## src/rtl/issue_ctrl.sv

```systemverilog
// Issue controller: streams eight latched 8-bit instructions into a 5-stage pipeline,
// inserting NOP bubbles on register hazards. Define ISSUE_FORWARD_EN for the forwarding variant.
module issue_ctrl #(
   parameter logic [7:0] NOP_CODE = 8'h00
) (
   input  logic        clk,
   input  logic        rst_n,
   input  logic        load,
   input  logic [63:0] instr_bits,
   input  logic        pipe_ready,
   output logic [7:0]  issue_instr,
   output logic        issue_valid,
   output logic        issue_bubble,
   output logic        busy,
   output logic        done,
   output logic [4:0]  bubble_cnt
);

   // state | meaning
   // IDLE  | waiting for load
   // ISSUE | presenting instr[idx] or a bubble each cycle
   // DONE  | one-cycle done pulse, then back to IDLE
   typedef enum logic [1:0] {IDLE, ISSUE, DONE} state_t;

   state_t      state, state_nx;
   logic [63:0] prog;
   logic [2:0]  idx;
   logic [4:0]  bub_cnt;
   logic        s1_v;
   logic [2:0]  s1_d;
`ifndef ISSUE_FORWARD_EN
   logic        s2_v;
   logic [2:0]  s2_d;
`endif

   logic [5:0]  sel;
   logic [7:0]  cur;
   logic [1:0]  op;
   logic [2:0]  fld_a, fld_b;
   logic        rd_a, rd_b, hit_a, hit_b, hazard, xfer;

   assign sel   = {3'd7 - idx, 3'b000};
   assign cur   = prog[sel +: 8];
   assign op    = cur[7:6];
   assign fld_a = cur[5:3];
   assign fld_b = cur[2:0];
   assign rd_a  = (op != 2'b00);
   assign rd_b  = (op == 2'b10);

`ifdef ISSUE_FORWARD_EN
   // With forwarding only a load result one slot back can stall, so S1 holds lw destinations only.
   assign hit_a = s1_v && (s1_d == fld_a);
   assign hit_b = s1_v && (s1_d == fld_b);
`else
   assign hit_a = (s1_v && (s1_d == fld_a)) || (s2_v && (s2_d == fld_a));
   assign hit_b = (s1_v && (s1_d == fld_b)) || (s2_v && (s2_d == fld_b));
`endif

   assign hazard = (rd_a && hit_a) || (rd_b && hit_b);
   assign xfer   = (state == ISSUE) && pipe_ready;

   always_comb begin
      state_nx = state;
      case (state)
         IDLE:    if (load) state_nx = ISSUE;
         ISSUE:   if (pipe_ready && !hazard && (idx == 3'd7)) state_nx = DONE;
         DONE:    state_nx = IDLE;
         default: state_nx = IDLE;
      endcase
   end

   always_ff @(posedge clk or negedge rst_n) begin
      if (!rst_n) begin
         state   <= IDLE;
         prog    <= 64'h0;
         idx     <= 3'd0;
         bub_cnt <= 5'd0;
         s1_v    <= 1'b0;
         s1_d    <= 3'd0;
`ifndef ISSUE_FORWARD_EN
         s2_v    <= 1'b0;
         s2_d    <= 3'd0;
`endif
      end else begin
         state <= state_nx;
         if ((state == IDLE) && load) begin
            prog    <= instr_bits;
            idx     <= 3'd0;
            bub_cnt <= 5'd0;
            s1_v    <= 1'b0;
`ifndef ISSUE_FORWARD_EN
            s2_v    <= 1'b0;
`endif
         end else if (xfer) begin
`ifdef ISSUE_FORWARD_EN
            s1_v <= !hazard && (op == 2'b11);
`else
            s2_v <= s1_v;
            s2_d <= s1_d;
            s1_v <= !hazard && cur[6];
`endif
            s1_d <= fld_b;
            if (hazard) begin
               if (bub_cnt != 5'd31) bub_cnt <= bub_cnt + 5'd1;
            end else begin
               idx <= idx + 3'd1;
            end
         end
      end
   end

   assign issue_valid  = (state == ISSUE);
   assign issue_bubble = issue_valid && hazard;
   assign issue_instr  = (issue_valid && !hazard) ? cur : NOP_CODE;
   assign busy         = (state == ISSUE);
   assign done         = (state == DONE);
   assign bubble_cnt   = bub_cnt;

endmodule
```

## config.mk

```make
export PLATFORM = sky130hd
export DESIGN_NAME = issue_ctrl
export DESIGN_NICKNAME = d
export VERILOG_FILES = /design/src/rtl/issue_ctrl.sv
export SDC_FILE = /design/constraint.sdc
export NUM_CORES = 1
export LEC_CHECK = 0
export BUFFER_PORTS_ARGS = -buffer_cell sky130_fd_sc_hd__buf_2
export CAP_MARGIN = 20
export CORE_ASPECT_RATIO = 0.7
export CORE_MARGIN = 2
export CORE_UTILIZATION = 59
export DETAILED_ROUTE_END_ITERATION = 6
export GPL_TIMING_DRIVEN = 0
export PLACE_DENSITY = 0.83
export SKIP_LAST_GASP = 1
export SLEW_MARGIN = 20
export SYNTH_ARGS = -nofsm -noshare
export SYNTH_HDL_FRONTEND = slang
export SYNTH_SLANG_ARGS = --single-unit
```

## constraint.sdc

```tcl
create_clock -name clk -period 5.3 [get_ports clk]
set_clock_uncertainty 0.1 [all_clocks]
set_input_delay 0.53 -clock clk [delete_from_list [all_inputs] [get_ports clk]]
set_output_delay 0.53 -clock clk [all_outputs]
set_load 0.1 [all_outputs]
```

# After elaboration in Yosys (flattened, before gate mapping)
# Cells that the tools add are included.
[classes]
bitwise_logic = 1
n_reduce_logical = 26
n_shift = 1
muxes = 15
add_sub_neg = 3
n_eq_ne = 12
order_cmp = 0
mul = 0
div_mod_pow = 0
[op_table]
columns = ["op", "count"]
rows = [
  ["$shiftx A64 B7 Y8", 1],
  ["$mux W5", 4],
  ["$logic_and A1 B1 Y1", 13],
  ["$eq A3 B3 Y1", 4],
  ["$mux W3", 3],
  ["$mux W8", 1],
  ["$reduce_bool A2 Y1", 4],
  ["$reduce_and A2 Y1", 3],
  ["$add A5 B1 Y5 const B", 1],
  ["$ne A5 B5 Y1 const B", 1],
  ["$eq A2 B2 Y1 const B", 2],
  ["$mux W1", 4],
  ["$mux W2", 2],
  ["$ne A2 B1 Y1 const B", 2],
  ["$pmux W2 S2", 1],
  ["$add A3 B1 Y3 const B", 1],
  ["$eq A3 B3 Y1 const B", 1],
  ["$logic_or A1 B1 Y1", 3],
  ["$reduce_and A3 Y1", 1],
  ["$sub A3 B3 Y3 const A", 1],
  ["$eq A2 B1 Y1 const B", 1],
  ["$logic_not A2 Y1", 1],
  ["$ne A2 B2 Y1 const B", 1],
  ["$logic_not A1 Y1", 1],
  ["$not A1 Y1", 1],
]
[word_totals]
regBits = 82
wordCells = 66
latchBits = 0
output_inout_bits = 17
input_bits = 68
mem_count = 0
romBits = 0
ramBits = 0

# Depth between registers and ports, before layout
[logic_depth]
word_depth = 12
ltp_mapped = 10
ltp_nobuf = 8

# Least setup slack after synthesis
# No wires, ideal clock.
[synth_path]
path_type = "register -> output"
startpoint = "reg state[1]"
endpoint = "out issue_bubble"
setup_slack_ns = 0.504
path_stages_with_launch = 3
required_time_ns = 4.670
arrival_ns = 4.166
path_buffers = 0
path_cell_list = "dfrtp_1 > nor2b_1 > nor3b_1"
[synth_between]
elab_chain_cells = 2
[synth_lines]
columns = ["element", "line", "rtl"]
rows = [
  ["start: declaration", "25", "state_t state, state_nx;"],
  ["start signal: assignment", "85", "state <= state_nx;"],
  ["$eq A2 B1 Y1", "--", ""],
  ["named net busy", "14", "output logic busy,"],
  ["$logic_and A1 B1 Y1", "113", "assign issue_bubble = issue_valid && hazard;"],
  ["end: declaration", "13", "output logic issue_bubble,"],
]
# The timed path passes the listed nets, and every way through them passes these cells.

# Worst setup path after layout
[layout_path]
startpoint = "reg idx[1]"
endpoint = "out issue_instr[6]"
[layout_between]
elab_chain_cells = 10
elab_cells_between_ends = 20
classes_between = "add/sub (1); eq/ne (5); shift (1); mux (1); reduce/logical (12)"
[layout_lines]
columns = ["element", "line", "rtl"]
rows = [
  ["start: declaration", "27", "logic [2:0] idx;"],
  ["start signal: assignment", "106", "idx <= idx + 3'd1;"],
  ["$sub A3 B3 Y3 (*)", "42", "assign sel = {3'd7 - idx, 3'b000};"],
  ["$shiftx A64 B7 Y8 (*)", "43", "assign cur = prog[sel +: 8];"],
  ["$eq A3 B3 Y1, on equally long branches", "55, 56", ""],
  ["$logic_and A1 B1 Y1, on equally long branches", "55, 56", ""],
  ["$logic_or A1 B1 Y1, on equally long branches", "55, 56", ""],
  ["$logic_and A1 B1 Y1", "59", "assign hazard = (rd_a && hit_a) || (rd_b && hit_b);"],
  ["$logic_or A1 B1 Y1", "59", ""],
  ["$logic_not A1 Y1", "114", "assign issue_instr = (issue_valid && !hazard) ? cur : NOP_CODE;"],
  ["$logic_and A1 B1 Y1", "114", ""],
  ["$mux W8 (*)", "114", ""],
  ["end: declaration", "11", "output logic [7:0] issue_instr,"],
]
# Every way passes the cells marked *; elsewhere a longest branch is shown, timed or not.

==> flow_summary.json <==
{
  "outcome": "finished clean",
  "inserted_clock_buffers": 9,
  "first_global_vias": 3231,
  "postRouteAntennaNets": 0,
  "mappedNetlistNets": 493,
  "drive_above_1_share": 0.252,
  "post_synth_num_cell_types": 40,
  "synth.yosys.warnings": 0,
  "timing.fmax_mhz": 215,
  "boundaryPins": 85,
  "route.detailed.vias_per_inst": 5.41,
  "post-synth-top-count-cell": "nand2_1",
  "cts_tree": "built",
  "core_region_area_sq_um": 6660,
  "globalplace.congestion": 0.857,
  "top_cells_by_area_in_the_synthesized_netlist": "dfrtp_1, nand2_1, mux4_2",
  "hpwlAfterDp_um": 7340,
  "die_height_um": 72.9,
  "netlist.top_cell.by_area": "dfrtp_1",
  "largest_net_degree_at_the_start_of_global_routing": 56,
  "post-synth-top-area-fraction": 0.513,
  "drv.max_cap_violation_count": 0,
  "worst-r2r-setup-slack_ns": 1.93,
  "critPathLaunchType": "flop",
  "floorplan.initialDensity": 0.601,
  "clock_tree.buffer_depth": 2,
  "synth_edf_count": 0,
  "synth-seq-cells": 82,
  "share_of_the_cycle_needed_by_the_critical_path_after_routing": 0.876,
  "drtPass1Iterations": 5,
  "groute.layer.met1.usage": 0.408,
  "min-delay-start": "instr_bits[49]",
  "reg2reg_from": "idx[1]",
  "chip_width_um": 102,
  "wirelength_um": 10100,
  "syn-instance-count": 421,
  "grt.overflow.total": 0,
  "grt_pass1_wl_um": 16000,
  "global_route.usage.met3": 0.0843,
  "m2_gr_usage": 0.460,
  "ys_seq_area_frac": 0.513,
  "rows": 25,
  "h-tree-depth": 3,
  "fill_cells": 494,
  "worst_hold_path_type": "in2reg",
  "layout.area.seq_sq_um": 2050,
  "ys_async_sr_fraction": 1.00,
  "finalHoldViolCount": 0,
  "die-area_sq_um": 7470,
  "timing.reg2reg.worst_path_depth": 8,
  "grt_busiest_layer": "met2",
  "synth.cells.most_frequent": "nand2_1, dfrtp_1, mux2i_1, clkbuf_1, nor2_1",
  "synth_area_sq_um": 4000,
  "max_slew_violation_count": 0,
  "cp.required_ns": 4.67,
  "multi_input_area_sq_um": 1820,
  "number_of_placed_instances_taps_included": 600,
  "post-route-min-period_ns": 4.64,
  "drt-wirelength-per-cell_um": 16.3,
  "instances_no_fill": 617,
  "critPathArrivalTime_ns": 4.01,
  "timing.max_slew.rel_slack": 0.407,
  "port_buffers": 84,
  "detailroute.via_count": 3336,
  "synthFlopType": "dfrtp_1",
  "whs_endpoint": "prog[49]",
  "setup_viol": 0,
  "area_delta_synth_final_pct": 19.7,
  "clkSlewWorstSetupHoldPaths_ns": 0.09,
  "hold_depth": 3,
  "post-route-drc-count": 0,
  "clock_tree_root": "clkbuf_8",
  "antenna_found_initial": 0,
  "crit_path_max_fanout": 10,
  "grt_resource_usage_total": 0.293,
  "unrepaired_setup_endpoints_after_global_routing": "no",
  "worst_r2r_endpoint": "state[1]",
  "tightestPinTransition_ns": 0.888,
  "worstSetupPathType": "reg2out",
  "fin_util": 0.719,
  "final_net_count": 590,
  "clk-insertion-delay-late_ns": 0.36,
  "clock-sinks": 82,
  "insertedDiodeCount": 0,
  "initialDrtViolationCount": 253,
  "setup_tns_ns": 0,
  "synth.avg_cell_area_sq_um": 9.50,
  "setup_fix_buffers_added_after_clock_tree_synthesis": 0,
  "endpoint_kind": "output port"
}
-- how the worst max path moves through the flow --
| stage | from | to | depth (start not counted) |
|---|---|---|---|
| 4_1_cts | idx[1] | issue_instr[1] | 9 |
| 6_report | idx[1] | issue_instr[6] | 9 |
| 3_3_place_gp | idx[1] | issue_instr[7] | 9 |
| 3_5_place_dp | idx[1] | issue_instr[1] | 9 |
| 2_1_floorplan | state[1] | issue_bubble | 2 |
| 5_1_grt | idx[1] | issue_instr[1] | 9 |
-- routing by layer --
layer | vias to the layer above | routed length, um
met1 | 1622 | 4390
met2 | 146 | 4760
met4 | 0 | 116
met3 | 14 | 796
met5 | - | 0
li1 | 1554 | -
-- registers in the layout, summed over array words and instances, names as in the netlist --
| register | flops |
|---|---|
| bubble_cnt | 5 |
| state | 2 |
| prog | 64 |
| s1_v | 1 |
| s2_d | 3 |
| idx | 3 |
| s1_d | 3 |
| s2_v | 1 |
-- placed cells by master (no fill, tap or decap), types with 9 or more instances in the layout --
master / n
nand2_1: 209
nor2_1: 14
clkbuf_1: 14
mux4_2: 11
clkbuf_8: 11
buf_2: 85
dfrtp_1: 82
xnor2_1: 9
mux2i_1: 15
-- cell type report --
| cell class | count | share of cell area |
|---|---|---|
| clock inverter | 5 | 0.0125 |
| tap | 94 | 0.0245 |
| clock buffer | 11 | 0.0316 |
| buffer | 23 | 0.0240 |
| timing repair buffer | 86 | 0.0961 |
| inverter | 4 | 0.00313 |
| multi-input combinational | 312 | 0.380 |
| sequential | 82 | 0.428 |
-- worst max-delay path, cell delays in order (launching register included) --
cell and delay, ns:
dfrtp_1 0.45, buf_6 0.22, mux4_2 0.57, mux2i_4 0.26, xnor2_1 0.18, nor4_2 0.07
nor4b_2 0.79, o21ai_1 0.45, nor2_1 0.20, buf_2 0.45
-- stage by stage --
| stage | setup WS [ns] | cell area [sq um] | hold WS [ns] |
|---|---|---|---|
| after floorplan | 0.504 | 4000 | 0.134 |
| after global placement | 1.19 | 4540 | 0.352 |
| after detailed placement | 1.07 | 4570 | 0.358 |
| after CTS | 0.696 | 4790 | 0.249 |
| after global routing | 0.410 | 4790 | 0.249 |
| final | 0.658 | 4790 | 0.257 |
-- kinds of logic after synthesis --
group	count (synthesis)	share of synthesized area
buffers and inverters	27	0.0325
multiplexers	34	0.133
AO/OA/AOI/OAI	14	0.0250
AND/OR/NAND/NOR	248	0.258
XOR/XNOR	12	0.0263
flip-flops	82	0.513
adder cells (fa/ha/maj)	4	0.0125
-- what timing repair did --
item | 4_1_cts | 5_1_grt
endpoints found under the setup margin | 0 | 0
hold buffers | 1 | 0
gates resized for setup | 0 | 0
endpoints found under the hold margin | 14 | 0
Power is left out: the tool's default activity adds up to more than one toggle a clock period on the data nets, which glitch-free logic cannot reach.
